`src/rtl/i2c_pkg.sv`:
```
// Shared I2C definitions for the target register port and the write master.
// Optional read support is compiled in when I2C_TARGET_READ_EN is defined.
package i2c_pkg;

    localparam int unsigned BYTE_BITS = 8;
    localparam logic        I2C_ACK   = 1'b0;
    localparam logic        I2C_NACK  = 1'b1;

    typedef enum logic [3:0] {
        StIdle,
        StAddr,
        StAckAddr,
        StReg,
        StAckReg,
        StWdata,
        StAckData,
        StIgnore
`ifdef I2C_TARGET_READ_EN
        ,
        StRdata,
        StAckMaster
`endif
    } i2cState_t;

    // Appends one received bit to a partially shifted byte, MSB first.
    function automatic logic [7:0] shiftIn(input logic [7:0] cur, input logic bitIn);
        return {cur[6:0], bitIn};
    endfunction

endpackage

```
`src/rtl/i2c_bus_monitor.sv`:
```
// I2C bus monitor: synchronises raw SCL/SDA, detects SCL edges and START/STOP.
// Shared by the target regardless of I2C_TARGET_READ_EN.
module i2c_bus_monitor #(
    parameter int unsigned SYNC_STAGES = 2  // minimum 2
) (
    input  logic clock50M,
    input  logic reset,
    input  logic scl_in,
    input  logic sda_in,
    output logic scl_rise,
    output logic scl_fall,
    output logic start_det,
    output logic stop_det,
    output logic sda_sync
);

    logic [SYNC_STAGES-1:0] sclPipe;
    logic [SYNC_STAGES-1:0] sdaPipe;
    logic                   sclSync;
    logic                   sclPrev;
    logic                   sdaPrev;

    // Synchroniser chains plus one extra sample of each for edge detection.
    // Reset to the idle bus level so reset release creates no false edges.
    always_ff @(posedge clock50M or posedge reset) begin
        if (reset) begin
            sclPipe <= '1;
            sdaPipe <= '1;
            sclPrev <= 1'b1;
            sdaPrev <= 1'b1;
        end else begin
            sclPipe <= {sclPipe[SYNC_STAGES-2:0], scl_in};
            sdaPipe <= {sdaPipe[SYNC_STAGES-2:0], sda_in};
            sclPrev <= sclSync;
            sdaPrev <= sda_sync;
        end
    end

    assign sclSync  = sclPipe[SYNC_STAGES-1];
    assign sda_sync = sdaPipe[SYNC_STAGES-1];

    assign scl_rise  = sclSync & ~sclPrev;
    assign scl_fall  = ~sclSync & sclPrev;
    // SDA may only move while SCL is low; a move with SCL held high is a bus condition.
    assign start_det = sclSync & sclPrev & sdaPrev & ~sda_sync;
    assign stop_det  = sclSync & sclPrev & ~sdaPrev & sda_sync;

endmodule

```
`src/rtl/i2c_target_regs.sv`:
```
// I2C target register port: address match, register pointer, auto-incrementing
// byte writes into an external register file. Define I2C_TARGET_READ_EN to add
// the read form (0x73) that streams reg_rd_data back to the master.
module i2c_target_regs
    import i2c_pkg::*;
#(
    parameter logic [6:0]  SLAVE_ADDR  = 7'h39,
    parameter int unsigned SYNC_STAGES = 2
) (
    input  logic       clock50M,
    input  logic       reset,
    input  logic       scl_in,
    input  logic       sda_in,
    output logic       sda_pull_low,
    output logic       reg_wr_en,
    output logic [7:0] reg_addr,
    output logic [7:0] reg_wr_data,
    input  logic [7:0] reg_rd_data,
    output logic       busy
);

    logic       sclRise;
    logic       sclFall;
    logic       startDet;
    logic       stopDet;
    logic       sdaSync;

    i2cState_t  state;
    logic [3:0] bitCount;
    logic [7:0] shifter;
    logic [7:0] rxByte;
    logic       lastBit;
    logic       ackPhase;   // 0: waiting for 8th fall, 1: holding ACK until 9th fall
    logic       wrPending;  // delays the strobe one cycle past the 8th sample
`ifdef I2C_TARGET_READ_EN
    logic       isRead;
`else
    logic       unusedRdData;
    assign unusedRdData = ^reg_rd_data;
`endif

    i2c_bus_monitor #(
        .SYNC_STAGES(SYNC_STAGES)
    ) busMonitor (
        .clock50M  (clock50M),
        .reset     (reset),
        .scl_in    (scl_in),
        .sda_in    (sda_in),
        .scl_rise  (sclRise),
        .scl_fall  (sclFall),
        .start_det (startDet),
        .stop_det  (stopDet),
        .sda_sync  (sdaSync)
    );

    assign rxByte  = shiftIn(shifter, sdaSync);
    assign lastBit = (bitCount == 4'(BYTE_BITS - 1));

    // Protocol FSM with registered bus and register-file outputs.
    always_ff @(posedge clock50M or posedge reset) begin
        if (reset) begin
            state        <= StIdle;
            bitCount     <= '0;
            shifter      <= '0;
            ackPhase     <= 1'b0;
            wrPending    <= 1'b0;
            sda_pull_low <= 1'b0;
            reg_wr_en    <= 1'b0;
            reg_addr     <= '0;
            reg_wr_data  <= '0;
            busy         <= 1'b0;
`ifdef I2C_TARGET_READ_EN
            isRead       <= 1'b0;
`endif
        end else begin
            reg_wr_en <= wrPending;
            wrPending <= 1'b0;
            if (startDet) begin
                state        <= StAddr;
                bitCount     <= '0;
                ackPhase     <= 1'b0;
                sda_pull_low <= 1'b0;
                busy         <= 1'b1;
            end else if (stopDet) begin
                state        <= StIdle;
                bitCount     <= '0;
                ackPhase     <= 1'b0;
                sda_pull_low <= 1'b0;
                busy         <= 1'b0;
            end else begin
                unique case (state)
                    StIdle, StIgnore: begin
                    end
                    StAddr: begin
                        if (sclRise) begin
                            shifter <= rxByte;
                            if (lastBit) begin
                                bitCount <= '0;
                                ackPhase <= 1'b0;
                                if (rxByte[7:1] == SLAVE_ADDR && !rxByte[0]) begin
                                    state <= StAckAddr;
`ifdef I2C_TARGET_READ_EN
                                    isRead <= 1'b0;
                                end else if (rxByte[7:1] == SLAVE_ADDR) begin
                                    state  <= StAckAddr;
                                    isRead <= 1'b1;
`endif
                                end else begin
                                    state <= StIgnore;
                                end
                            end else begin
                                bitCount <= bitCount + 4'd1;
                            end
                        end
                    end
                    StAckAddr: begin
                        if (sclFall) begin
                            if (!ackPhase) begin
                                sda_pull_low <= ~I2C_ACK;
                                ackPhase     <= 1'b1;
                            end else begin
                                ackPhase <= 1'b0;
`ifdef I2C_TARGET_READ_EN
                                if (isRead) begin
                                    // First data bit goes out in place of the ACK release.
                                    sda_pull_low <= ~reg_rd_data[7];
                                    shifter      <= {reg_rd_data[6:0], 1'b0};
                                    bitCount     <= '0;
                                    state        <= StRdata;
                                end else
`endif
                                begin
                                    sda_pull_low <= 1'b0;
                                    state        <= StReg;
                                end
                            end
                        end
                    end
                    StReg: begin
                        if (sclRise) begin
                            shifter <= rxByte;
                            if (lastBit) begin
                                reg_addr <= rxByte;
                                bitCount <= '0;
                                ackPhase <= 1'b0;
                                state    <= StAckReg;
                            end else begin
                                bitCount <= bitCount + 4'd1;
                            end
                        end
                    end
                    StAckReg: begin
                        if (sclFall) begin
                            if (!ackPhase) begin
                                sda_pull_low <= ~I2C_ACK;
                                ackPhase     <= 1'b1;
                            end else begin
                                sda_pull_low <= 1'b0;
                                ackPhase     <= 1'b0;
                                state        <= StWdata;
                            end
                        end
                    end
                    StWdata: begin
                        if (sclRise) begin
                            shifter <= rxByte;
                            if (lastBit) begin
                                reg_wr_data <= rxByte;
                                wrPending   <= 1'b1;
                                bitCount    <= '0;
                                ackPhase    <= 1'b0;
                                state       <= StAckData;
                            end else begin
                                bitCount <= bitCount + 4'd1;
                            end
                        end
                    end
                    StAckData: begin
                        if (sclFall) begin
                            if (!ackPhase) begin
                                sda_pull_low <= ~I2C_ACK;
                                ackPhase     <= 1'b1;
                            end else begin
                                sda_pull_low <= 1'b0;
                                ackPhase     <= 1'b0;
                                reg_addr     <= reg_addr + 8'd1;
                                state        <= StWdata;
                            end
                        end
                    end
`ifdef I2C_TARGET_READ_EN
                    StRdata: begin
                        if (sclRise) begin
                            bitCount <= bitCount + 4'd1;
                        end else if (sclFall) begin
                            if (bitCount == 4'(BYTE_BITS)) begin
                                // Release SDA so the master can ACK/NACK.
                                sda_pull_low <= 1'b0;
                                bitCount     <= '0;
                                ackPhase     <= 1'b0;
                                state        <= StAckMaster;
                            end else begin
                                sda_pull_low <= ~shifter[7];
                                shifter      <= {shifter[6:0], 1'b0};
                            end
                        end
                    end
                    StAckMaster: begin
                        if (sclRise) begin
                            if (sdaSync == I2C_NACK) begin
                                state <= StIgnore;
                            end else begin
                                reg_addr <= reg_addr + 8'd1;
                                ackPhase <= 1'b1;
                            end
                        end else if (sclFall && ackPhase) begin
                            // reg_rd_data has settled for the new pointer by now.
                            ackPhase     <= 1'b0;
                            sda_pull_low <= ~reg_rd_data[7];
                            shifter      <= {reg_rd_data[6:0], 1'b0};
                            bitCount     <= '0;
                            state        <= StRdata;
                        end
                    end
`endif
                    default: state <= StIdle;
                endcase
            end
        end
    end

endmodule
```
`config.mk`:
```
export PLATFORM = sky130hd
export DESIGN_NAME = i2c_target_regs
export DESIGN_NICKNAME = d
export VERILOG_FILES = /design/src/rtl/i2c_pkg.sv /design/src/rtl/i2c_bus_monitor.sv /design/src/rtl/i2c_target_regs.sv
export SDC_FILE = /design/constraint.sdc
export NUM_CORES = 1
export LEC_CHECK = 0
export CAP_MARGIN = 20
export CORE_AREA = 2 2 108 58
export CTS_CLUSTER_DIAMETER = 120
export DETAILED_ROUTE_END_ITERATION = 6
export DIE_AREA = 0 0 110 60
export SLEW_MARGIN = 5
export SYNTH_ARGS = -nofsm -noshare
export SYNTH_HDL_FRONTEND = slang
export SYNTH_SLANG_ARGS = --single-unit
```
`constraint.sdc`:
```
create_clock -name clock50M -period 2.3 [get_ports clock50M]
set_clock_uncertainty 0.15 [all_clocks]
set_input_delay 0.46 -clock clock50M [delete_from_list [all_inputs] [get_ports clock50M]]
set_output_delay 0.46 -clock clock50M [all_outputs]
set_load 0.01 [all_outputs]
```
======== After elaboration in Yosys (flattened, before gate mapping) ========
Cells that the tools add are included.
operators by class
  $add $sub $neg .......................... 2
  equality and inequality tests ........... 27
  muxes and demuxes ....................... 41
  bitwise gates (word level) .............. 13
  reductions and logical operators ........ 21
operators with widths
  kind                                                                     number
  4-bit two-way mux                                                        17
  4-bit by 1-bit inequality test with 1-bit output, second input constant  9
  8-bit two-way mux                                                        4
  4-bit case mux with 6 select lines                                       1
  4-bit by 3-bit equality test with 1-bit output, second input constant    5
  1-bit two-way mux                                                        16
  4-bit by 2-bit inequality test with 1-bit output, second input constant  4
  8-bit case mux with 2 select lines                                       1
  3-bit nonzero test                                                       4
  11-bit AND reduction                                                     1
  8-bit by 1-bit adder with 8-bit output, second input constant            1
  4-bit by 2-bit equality test with 1-bit output, second input constant    2
  4-bit AND reduction                                                      2
  1-bit bitwise AND                                                        7
  7-bit by 6-bit equality test with 1-bit output, second input constant    1
  7-bit AND reduction                                                      1
  1-bit inverter                                                           6
  3-bit OR reduction                                                       2
  5-bit AND reduction                                                      1
  4-bit by 1-bit adder with 4-bit output, second input constant            1
  4-bit by 1-bit equality test with 1-bit output, second input constant    1
  4-bit logical NOT                                                        1
  2-bit by 1-bit inequality test with 1-bit output, second input constant  2
  2-bit inequality test, second input constant                             2
  9 further kinds                                                          12
storage, ports and cells
  bits in registers ....................... 42
  input port bits ......................... 12
  output and inout port bits .............. 19
  logic and storage cells ................. 118

======== Depth between registers and ports, before layout ========
Gate-level depths: netlist of run 1.
  depth after elaboration ................. 8
  depth in mapped cells ................... 6
  depth with buffers taken out ............ 5

======== Cells and area by module ========
A second synthesis of run 1 with hierarchy kept.
second synthesis, totals
  cell total of the unflattened synthesis .. 169
  area, all modules ....................... 1913.1 sq um
by module, submodules not included
  module           times used  cells an instance  area an instance (sq um)
  i2c_target_regs  1           158                1719.1
  i2c_bus_monitor  1           11                 193.9

======== Worst setup path after synthesis of run 1 ========
Ideal clock, no wire load.
  path type ............................... reg2reg
  start ................................... reg bitCount[0]
  end ..................................... reg reg_addr[0]
  data arrival time ....................... 1.669 ns
  data required time ...................... 2.080 ns
  setup slack ............................. 0.411 ns
  cell stages (with the launch flop) ...... 6
  clock period less this slack ............ 1.889 ns
  cells stage by stage .................... dfrtp_1 ha_1 nand3b_1 o32a_1 or4_1 nand3_1
between the ends
  word-level cells in the longest chain between the ends .. 3
ends and longest elaborated chain
  item                                            line                    text
  from (decl)                                     i2c_target_regs.sv:29   logic [3:0] bitCount;
  from (signal assigned)                          i2c_target_regs.sv:112  bitCount <= bitCount + 4'd1;
  from (signal assigned)                          i2c_target_regs.sv:148  bitCount <= bitCount + 4'd1;
  from (signal assigned)                          i2c_target_regs.sv:174  bitCount <= bitCount + 4'd1;
  4-bit by 3-bit equality test with 1-bit output  i2c_target_regs.sv:57   assign lastBit = (bitCount == 4'(BYTE_BITS - 1));
  2-bit inequality test (no line)                 n/a
  7-bit AND reduction (no line)                   n/a
  to (signal assigned)                            i2c_target_regs.sv:143  reg_addr <= rxByte;
  to (signal assigned)                            i2c_target_regs.sv:186  reg_addr <= reg_addr + 8'd1;
  to (decl)                                       i2c_target_regs.sv:16   output logic [7:0] reg_addr,
Every way passes these cells.
A chain may end at the register's enable or synchronous reset.

======== Worst setup path in the final report of run 1 ========
Same ends and word-level chain as after synthesis.

==> results of run 1 <==
## report_power, final
| group | internal, mW | switching [mW] |
|---|---|---|
| sequential | 0.776 | 0.0726 |
| combinational | 0.0739 | 0.0678 |
| clock | 0.221 | 0.284 |
## layer usage
layer / vias to the layer above / GRT usage / wire length (µm)
li1: 700 / - / -
met1: 669 / 0.240 / 2510
met2: 33 / 0.165 / 1500
met3: 2 / 0.0458 / 236
met4: 0 / 0.0434 / 12
met5: - / 0 / 0
## layout make-up
| cell class | count | area (µm²) |
|---|---|---|
| flip-flops and latches | 41 | 1030 |
| well taps | 77 | 96.3 |
| repair buffers | 27 | 258 |
| multi-input cells | 120 | 830 |
| clock inverters | 3 | 25.0 |
| fillers | 564 | 3400 |
| clock buffers | 5 | 68.8 |
| inverters | 4 | 15.0 |
## sequential cells by signal, summed over array words and instances (netlist names)
register	count
reg_wr_data	8
wrPending	1
shifter	7
bitCount	4
sda_pull_low	1
reg_addr	8
busMonitor.sdaPipe	2
reg_wr_en	1
busMonitor.sclPipe	2
busMonitor.sdaPrev	1
busMonitor.sclPrev	1
busy	1
ackPhase	1
state	3
## cell families (layout without fill, tap and decap cells)
logic type	count (synthesis)	after routing	share of synthesized area
AO/OA/AOI/OAI	44	44	0.149
XOR/XNOR	2	2	0.00922
adder cells (fa/ha/maj)	2	2	0.0132
buffers and inverters	9	39	0.0197
flip-flops	41	41	0.544
multiplexers	16	16	0.0941
AND/OR/NAND/NOR	56	56	0.171
## how the worst max path moves through the flow
stage                           start           to  cells past startpoint
after global placement    bitCount[0]  reg_addr[0]                      5
after CTS                 bitCount[0]  reg_addr[0]                      5
after floorplan           bitCount[0]  reg_addr[0]                      5
after detailed placement  bitCount[0]  reg_addr[0]                      5
final                     bitCount[0]  reg_addr[0]                      5
after global routing      bitCount[0]  reg_addr[0]                      5
## worst max-delay path: stages, from the launching register on
cell      delay [ns]
dfrtp_1         0.41
ha_1            0.23
nand3b_1        0.24
o32a_1          0.41
or4_1           0.52
nand3_1         0.09
## layout by cell type, fill, tap and decap left out, types with 2 or more instances in the layout
cell type,synthesis,final
dfrtp_1,35,35
clkdlybuf4s50_1,0,22
nand2_1,15,15
mux2_2,15,15
nand3_1,12,12
o21ai_0,10,10
nor2_1,8,8
a21oi_1,8,8
a31oi_1,7,7
dfstp_2,6,6
o22ai_1,5,5
clkbuf_8,0,5
buf_4,0,5
inv_1,3,3
nand3b_1,3,3
and3b_1,2,2
o211ai_1,2,2
nand2b_1,2,2
o32ai_1,2,2
o21a_1,2,2
nand4_1,2,2
ha_1,2,2
inv_6,0,2
## through the flow
| stage | power (mW) | util | setup slack [ns] | hold slack (ns) | cell area (µm²) |
|---|---|---|---|---|---|
| finish | 1.50 | 0.406 | 0.194 | 0.209 | 2330 |
| global placement | 0.997 | 0.390 | 0.273 | 0.187 | 2230 |
| floorplan | 0.940 | - | 0.411 | 0.181 | 1900 |
| global route | 1.57 | 0.406 | 0.135 | 0.213 | 2330 |
| detailed placement | 0.999 | 0.390 | 0.238 | 0.191 | 2230 |
| CTS | 1.52 | 0.406 | 0.214 | 0.210 | 2330 |
==> summary.md, run 1 <==
| Metric | Value |
|---|---|
| Max Cap Violations | `0` |
| Top post-synthesis cells by count | `35 x dfrtp_1, 15 x mux2_2, 15 x nand2_1` |
| Count of flip-flops with a built-in enable after synthesis | `0` |
| Clock Latency Late Sink | `0.30 ns` |
| RR Endpoint | `reg_addr[0]` |
| Initial DRC count | `79` |
| Die span in x | `110 µm` |
| Post-CTS Resized | `0` |
| Launching point of the worst reg2reg path | `bitCount[0]` |
| DR pass1 iterations | `4` |
| Worst slew pin tran | `0.529 ns` |
| Top cell type by total area after synthesis | `dfrtp_1` |
| HP Start | `busMonitor.sdaPipe[0]` |
| Area Growth Syn to Fin | `22.4%` |
| Synth area leaders | `dfrtp_1 46%, mux2_2 8.9%, dfstp_2 8.3%` |
| Mapped Cells | `170` |
| Number of synthesis warnings | `0` |
| GPL Wtd Cong | `0.877` |
| Antenna viol nets, final | `0` |
| RSZ-0062 raised after global routing | `false` |
| Synth Area per Inst | `11.2 µm²` |
| Rows | `20` |
| Synth top area share | `0.461` |
| Hold Crit Class | `reg2reg` |
| Count leader, synth | `dfrtp_1` |
| Setup tns final | `0 ns` |
| I/O pins | `31` |
| Synth Flop Type | `dfrtp_1` |
| Final Hold Viols | `0` |
| P_leak | `0.980 nW` |
| Max-slew violation count | `0` |
| HPWL after DPL | `2.96 mm` |
| Post-Syn Nets | `184` |
| Vias per Instance | `5.07` |
| Htree depth | `2` |
| Worst Setup Start Kind | `flop` |
| CTS Root Buffer Type | `clkbuf_8` |
| Post-Place Cells | `269` |
| Antenna diodes | `0` |
| DRT Wirelength | `4.25 mm` |
| Clock Pin Slew Worst Setup and Hold Paths | `0.09 ns` |
| Number of global-route vias before repair | `1312` |
| Maximum VDD drop | `0.203 mV` |
| Vias post-DR | `1404` |
| CTS tree | `yes` |
| Hold endpoint | `busMonitor.sdaPipe[1]` |
| Critical Path RT | `2.39 ns` |
| CP Capture Type | `flop` |
| Register-to-Register Path Depth | `5` |
| Period utilization | `0.916` |
| Sink Count | `41` |
| Final cell count without fillers | `277` |
| Die height | `60 µm` |
| Min Tclk post-route | `2.11 ns` |
| Setup Fix Bufs, Post-CTS | `0` |
| Ratio of cells with drive above 1 in the final layout | `0.195` |
| Drt wl/cell | `15.4 µm` |
| Hold_buf cts | `0` |
| Flops & latches, synth | `41` |
| Post-route DRC | `0` |
| Post-synth ARST share | `1.00` |
| IO buf count | `22` |
| Max-Slew Margin vs Limit | `0.648` |
| PwrDens | `643 nW/µm²` |
| Worst EP arrival | `2.19 ns` |
| Clk buf depth | `2` |
| First-pass GRT wire length | `7.06 mm` |
| Max Freq | `475 MHz` |
| Mapped cell area | `1900 µm²` |
| Sequential-to-total area share from yosys stat | `0.544` |
| Largest net degree at the start of global routing | `42` |
| Number of distinct library cells after synthesis | `45` |
| Die Area | `6600 µm²` |
| Final setup fails | `0` |
| Nets@finish | `213` |
| Hold path cells | `0` |
| TritonCTS Buffers | `5` |
| Crit Path Class | `reg2reg` |
| Starting Density | `0.332` |
| Global Route Usage Sum | `0.144` |
| Gr ovfl total | `0` |
| Core footprint | `5730 µm²` |
| Status | `finished clean` |
| Setup slack on the worst flop-to-flop path | `0.19 ns` |
| Crit-path max FO | `5` |
| Initial antenna violation count | `0` |
(Power assumes the default switching activity.)
==> inputs of run 2 (changes only) <==
Settings changed: CORE_AREA 2 2 108 58 to 2 2 127 67, DIE_AREA 0 0 110 60 to 0 0 129 69.
==> run 2 against run 1 <==
Net effect: first-iteration DRC count increased by 54%; clock-buffer cell count did not move; worst hold slack got worse by 0.010 ns; global-route usage is 3.6 points lower; core utilization down 9.3 points; clock power increased by 43%; critical path depth decreased by 4; largest cell class unchanged; highest routed layer unchanged.
==> summary.md, run 2 (same netlist as run 1, synthesis figures left out) <==
| Metric | Value |
|---|---|
| Status | `finished clean` |
| Maximum VDD drop | `0.247 mV` |
| Slowest library cell on the worst path | `clkdlybuf4s50_1` |
| IO buf count | `22` |
| Starting Density | `0.244` |
| Clock Latency Late Sink | `0.29 ns` |
| Final setup fails | `0` |
| Critical Path RT | `1.69 ns` |
| Period utilization | `0.869` |
| I/O pins | `31` |
| Largest net degree at the start of global routing | `42` |
| Max-Slew Margin vs Limit | `0.652` |
| Die span in x | `129 µm` |
| Initial antenna violation count | `0` |
| Crit Path Class | `reg2out` |
| Setup Fix Bufs, Post-CTS | `0` |
| HPWL after DPL | `3.20 mm` |
| Hold_buf cts | `0` |
| Ratio of cells with drive above 1 in the final layout | `0.203` |
| Initial DRC count | `122` |
| Multi-input logic area | `830 µm²` |
| Post-place instance area | `2290 µm²` |
| Core footprint | `7800 µm²` |
| Htree depth | `2` |
| Critical-path cell list | `clkdlybuf4s50_1` |
| Die height | `69 µm` |
| Post-route DRC | `0` |
| CP Capture Type | `output port` |
| DR pass1 iterations | `4` |
| Hold Crit Class | `reg2reg` |
| Vias post-DR | `1443` |
| Biggest regs | `reg_addr: 8 flops, reg_wr_data: 8 flops, shifter: 7 flops` |
| Min Tclk post-route | `2.00 ns` |
| Max-slew violation count | `0` |
| Clock Pin Slew Worst Setup and Hold Paths | `0.06 ns` |
| CTS Root Buffer Type | `clkbuf_16` |
| RSZ-0062 raised after global routing | `false` |
| DRT Wirelength | `4.44 mm` |
| Number of global-route vias before repair | `1382` |
| Worst Setup Start Kind | `flop` |
| Rows | `23` |
| Post-CTS Resized | `0` |
| CP bufs+invs | `1` |
| CP delay by family, top | `buffers and inverters` |
| P_leak | `1.02 nW` |
| # fillers | `803` |
| Crit-path max FO | `7` |
| Reg area | `1030 µm²` |
| Area Growth Syn to Fin | `28.4%` |
| Setup tns final | `0 ns` |
| CTS tree | `yes` |
| Commonest non-fill, non-tap cell in the layout | `dfrtp_1` |
| Global Route Usage Sum | `0.108` |
| Worst EP arrival | `1.39 ns` |
| Max Freq | `500 MHz` |
| Antenna viol nets, final | `0` |
| Final cell count without fillers | `314` |
| Antenna diodes | `0` |
| Sink Count | `41` |
| Max Cap Violations | `0` |
| Drt wl/cell | `14.1 µm` |
| First-pass GRT wire length | `7.35 mm` |
| Vias per Instance | `4.60` |
| TritonCTS Buffers | `5` |
| Die Area | `8900 µm²` |
| Gr ovfl total | `0` |
| GPL Wtd Cong | `0.893` |
| Most frequent cells in the layout | `35 x dfrtp_1, 22 x clkdlybuf4s50_1, 15 x nand2_1, 15 x mux2_2, 12 x nand3_1` |
| Post-route design area | `2440 µm²` |
| Final Hold Viols | `0` |
| CP peak stage delay | `0.60 ns` |
| Worst slew pin tran | `0.522 ns` |
| Nets@finish | `215` |
| Post-Place Cells | `306` |
| Clk buf depth | `2` |
| PwrDens | `705 nW/µm²` |
-- run 2: path summary, 6_finish.rpt --
| kind | startpoint | endpoint | slack (ns) | cells after the start |
|---|---|---|---|---|
| min reg2reg | wrPending | reg_wr_en | 0.20 | 0 |
| min | wrPending | reg_wr_en | 0.20 | 0 |
| max in group asynchronous | reset | busMonitor.sclPrev | 1.18 | 3 |
| max | reg_addr[3] | reg_addr[3] | 0.30 | 1 |
| max reg2reg | bitCount[0] | reg_addr[0] | 0.34 | 5 |
| min in group asynchronous | reset | reg_wr_data[0] | 0.44 | 3 |
-- run 2: final cells by class --
class / count / share of cell area
repair buffers: 29 / 0.112
multi-input cells: 120 / 0.340
inverters: 4 / 0.00615
flip-flops and latches: 41 / 0.423
clock buffers: 5 / 0.0513
clock inverters: 3 / 0.0103
well taps: 112 / 0.0574
-- run 2: layer usage --
metal | track usage | wire length, µm
met1 | 0.176 | 2510
met2 | 0.125 | 1580
met3 | 0.0396 | 315
met4 | 0.0338 | 32
met5 | 0 | 0
-- run 2: stage by stage --
step           utilization  worst slack, ns  power (mW)  hold WS, ns
6_report             0.313            0.301        1.72        0.198
4_1_cts              0.313            0.328        1.74        0.202
3_3_place_gp         0.294            0.374        1.00        0.184
5_1_grt              0.313            0.252        1.80        0.211
2_1_floorplan            -            0.411       0.940        0.181
3_5_place_dp         0.294            0.366        1.01        0.187
-- run 2: power breakdown --
| part | switching, mW | internal [mW] | total (mW) |
|---|---|---|---|
| clock network | 0.315 | 0.410 | 0.725 |
| registers | 0.0796 | 0.776 | 0.856 |
| logic | 0.0648 | 0.0757 | 0.141 |
| total | 0.459 | 1.26 | 1.72 |
==> inputs of run 3 (changes only) <==
Settings changed: CORE_AREA 2 2 127 67 to 2 2 91 93, DIE_AREA 0 0 129 69 to 0 0 93 95, SLEW_MARGIN 5 to unset.
Clock period 2.3 ns to 2 ns, I/O delays scaled along.
==> run 3 against run 2 <==
Net effect: worst setup slack got worse by 0.20 ns; clock power is 3.7% lower; critical path depth unchanged; total power grew 6.8%; via count increased by 2.4%; critical path type unchanged.
==> summary.md, run 3 (same netlist as run 1, synthesis figures left out) <==
| Metric | Value |
|---|---|
| Vias post-DR | `1477` |
| Status | `finished clean` |
| First-pass GRT wire length | `6.83 mm` |
| Clock Latency Late Sink | `0.29 ns` |
| Post-route DRC | `0` |
| Final Hold Viols | `0` |
| DRT Wirelength | `4.06 mm` |
| Grt met3 use | `0.0208` |
| Sink Count | `41` |
| Critical Path RT | `1.45 ns` |
| CP peak stage delay | `0.58 ns` |
| Most frequent cells in the layout | `35 x dfrtp_1, 22 x clkdlybuf4s50_1, 15 x nand2_1, 15 x mux2_2, 12 x nand3_1` |
| Max-Slew Margin vs Limit | `0.687` |
| Final setup fails | `0` |
| Min Tclk post-route | `1.90 ns` |
| TritonCTS Buffers | `5` |
| GPL Wtd Cong | `0.822` |
| Nets@finish | `219` |
| Crit-path max FO | `7` |
| Slowest library cell on the worst path | `clkdlybuf4s50_1` |
| Post-Place Cells | `302` |
| Clock Pin Slew Worst Setup and Hold Paths | `0.08 ns` |
| Biggest regs | `reg_addr: 8 flops, reg_wr_data: 8 flops, shifter: 7 flops` |
| Largest net degree at the start of global routing | `42` |
| PwrDens | `752 nW/µm²` |
| Starting Density | `0.240` |
| Die Area | `8840 µm²` |
| Clk buf depth | `2` |
| Final Util | `0.309` |
| RSZ-0062 raised after global routing | `false` |
| Met2 Usage GRT | `0.162` |
| Die height | `95 µm` |
| Global Route Usage Sum | `0.0974` |
| CP delay by family, top | `buffers and inverters` |
| Hold_buf cts | `0` |
| Initial antenna violation count | `0` |
| Max-slew violation count | `0` |
| Htree depth | `2` |
| Commonest non-fill, non-tap cell in the layout | `dfrtp_1` |
| Post-place instance area | `2320 µm²` |
| P_leak | `1.02 nW` |
| Critical-path cell list | `clkdlybuf4s50_1` |
| Total power | `1.84 mW` |
| CP Capture Type | `output port` |
| Max Cap Violations | `0` |
| DR pass1 iterations | `4` |
| Worst Setup Start Kind | `flop` |
| Vias per Instance | `4.75` |
| CP bufs+invs | `1` |
| CTS tree | `yes` |
| Antenna viol nets, final | `0` |
| Gr ovfl total | `0` |
| Crit Path Class | `reg2out` |
| CTS Root Buffer Type | `clkbuf_8` |
| Worst EP arrival | `1.35 ns` |
| Met1 usage | `0.125` |
| Worst slew pin tran | `0.466 ns` |
| Max Freq | `527 MHz` |
| IO buf count | `22` |
| GRT Max-Usage Layer | `met2` |
| Period utilization | `0.949` |
| Area Growth Syn to Fin | `28.8%` |
| Antenna diodes | `0` |
| Setup tns final | `0 ns` |
| Ratio of cells with drive above 1 in the final layout | `0.223` |
| Maximum VDD drop | `0.487 mV` |
| Initial DRC count | `102` |
| Core footprint | `7930 µm²` |
| Drt wl/cell | `13.0 µm` |
| Post-route design area | `2450 µm²` |
| I/O pins | `31` |
| Rows | `33` |
| Die span in x | `93 µm` |
| Hold Crit Class | `reg2reg` |
| HPWL after DPL | `2.88 mm` |
| Number of global-route vias before repair | `1426` |
| Final cell count without fillers | `311` |
## run 3: path summary, 6_finish.rpt
path                                    endpoint                   from  cells past startpoint  slack [ns]
setup / recovery                     reg_addr[2]            reg_addr[2]                      1        0.10
hold / removal             busMonitor.sclPipe[1]  busMonitor.sclPipe[0]                      0        0.20
setup reg to reg                     reg_addr[0]  busMonitor.sclPipe[1]                      4        0.11
hold reg to reg            busMonitor.sclPipe[1]  busMonitor.sclPipe[0]                      0        0.20
max in group asynchronous  busMonitor.sclPipe[0]                  reset                      3        1.14
min in group asynchronous            bitCount[2]                  reset                      3        0.30
## run 3: final cells by class
| class | count | area [µm²] |
|---|---|---|
| Multi-Input combinational cell | 120 | 832 |
| Tap cell | 105 | 131 |
| Sequential cell | 41 | 1030 |
| Fill cell | 839 | 5480 |
| Timing Repair Buffer | 33 | 315 |
| Clock inverter | 2 | 37.5 |
| Inverter | 4 | 15.0 |
| Clock buffer | 6 | 82.6 |
## run 3: metal layers
metal | vias up | part of all wire
li1 | 709 | -
met1 | 735 | 0.46
met2 | 28 | 0.49
met3 | 5 | 0.029
met4 | 0 | 0.017
met5 | - | 0
## run 3: worst reg2reg max path, delay by kind of cell, from the launching register on
family	cells	cell delay, ns
flops	1	0.59
compound gates	1	0.38
simple gates	3	0.70
## run 3: repair_timing
| item | 4_1_cts | 5_1_grt |
|---|---|---|
| gates resized for setup | 0 | 1 |
| buffers inserted | 0 | 1 |
| endpoints found under the setup margin | 0 | 1 |
## run 3: power by group
| part | internal, mW | switching (mW) | total, mW |
|---|---|---|---|
| Clock | 0.406 | 0.293 | 0.698 |
| Combinational | 0.0952 | 0.0749 | 0.170 |
| Sequential | 0.892 | 0.0789 | 0.971 |
## run 3: through the flow
step / worst slack (ns) / hold WS (ns)
3_5_place_dp: 0.0987 / 0.189
4_1_cts: 0.0757 / 0.204
3_3_place_gp: 0.113 / 0.185
6_report: 0.101 / 0.201
5_1_grt: 0.0112 / 0.216
2_1_floorplan: 0.111 / 0.181
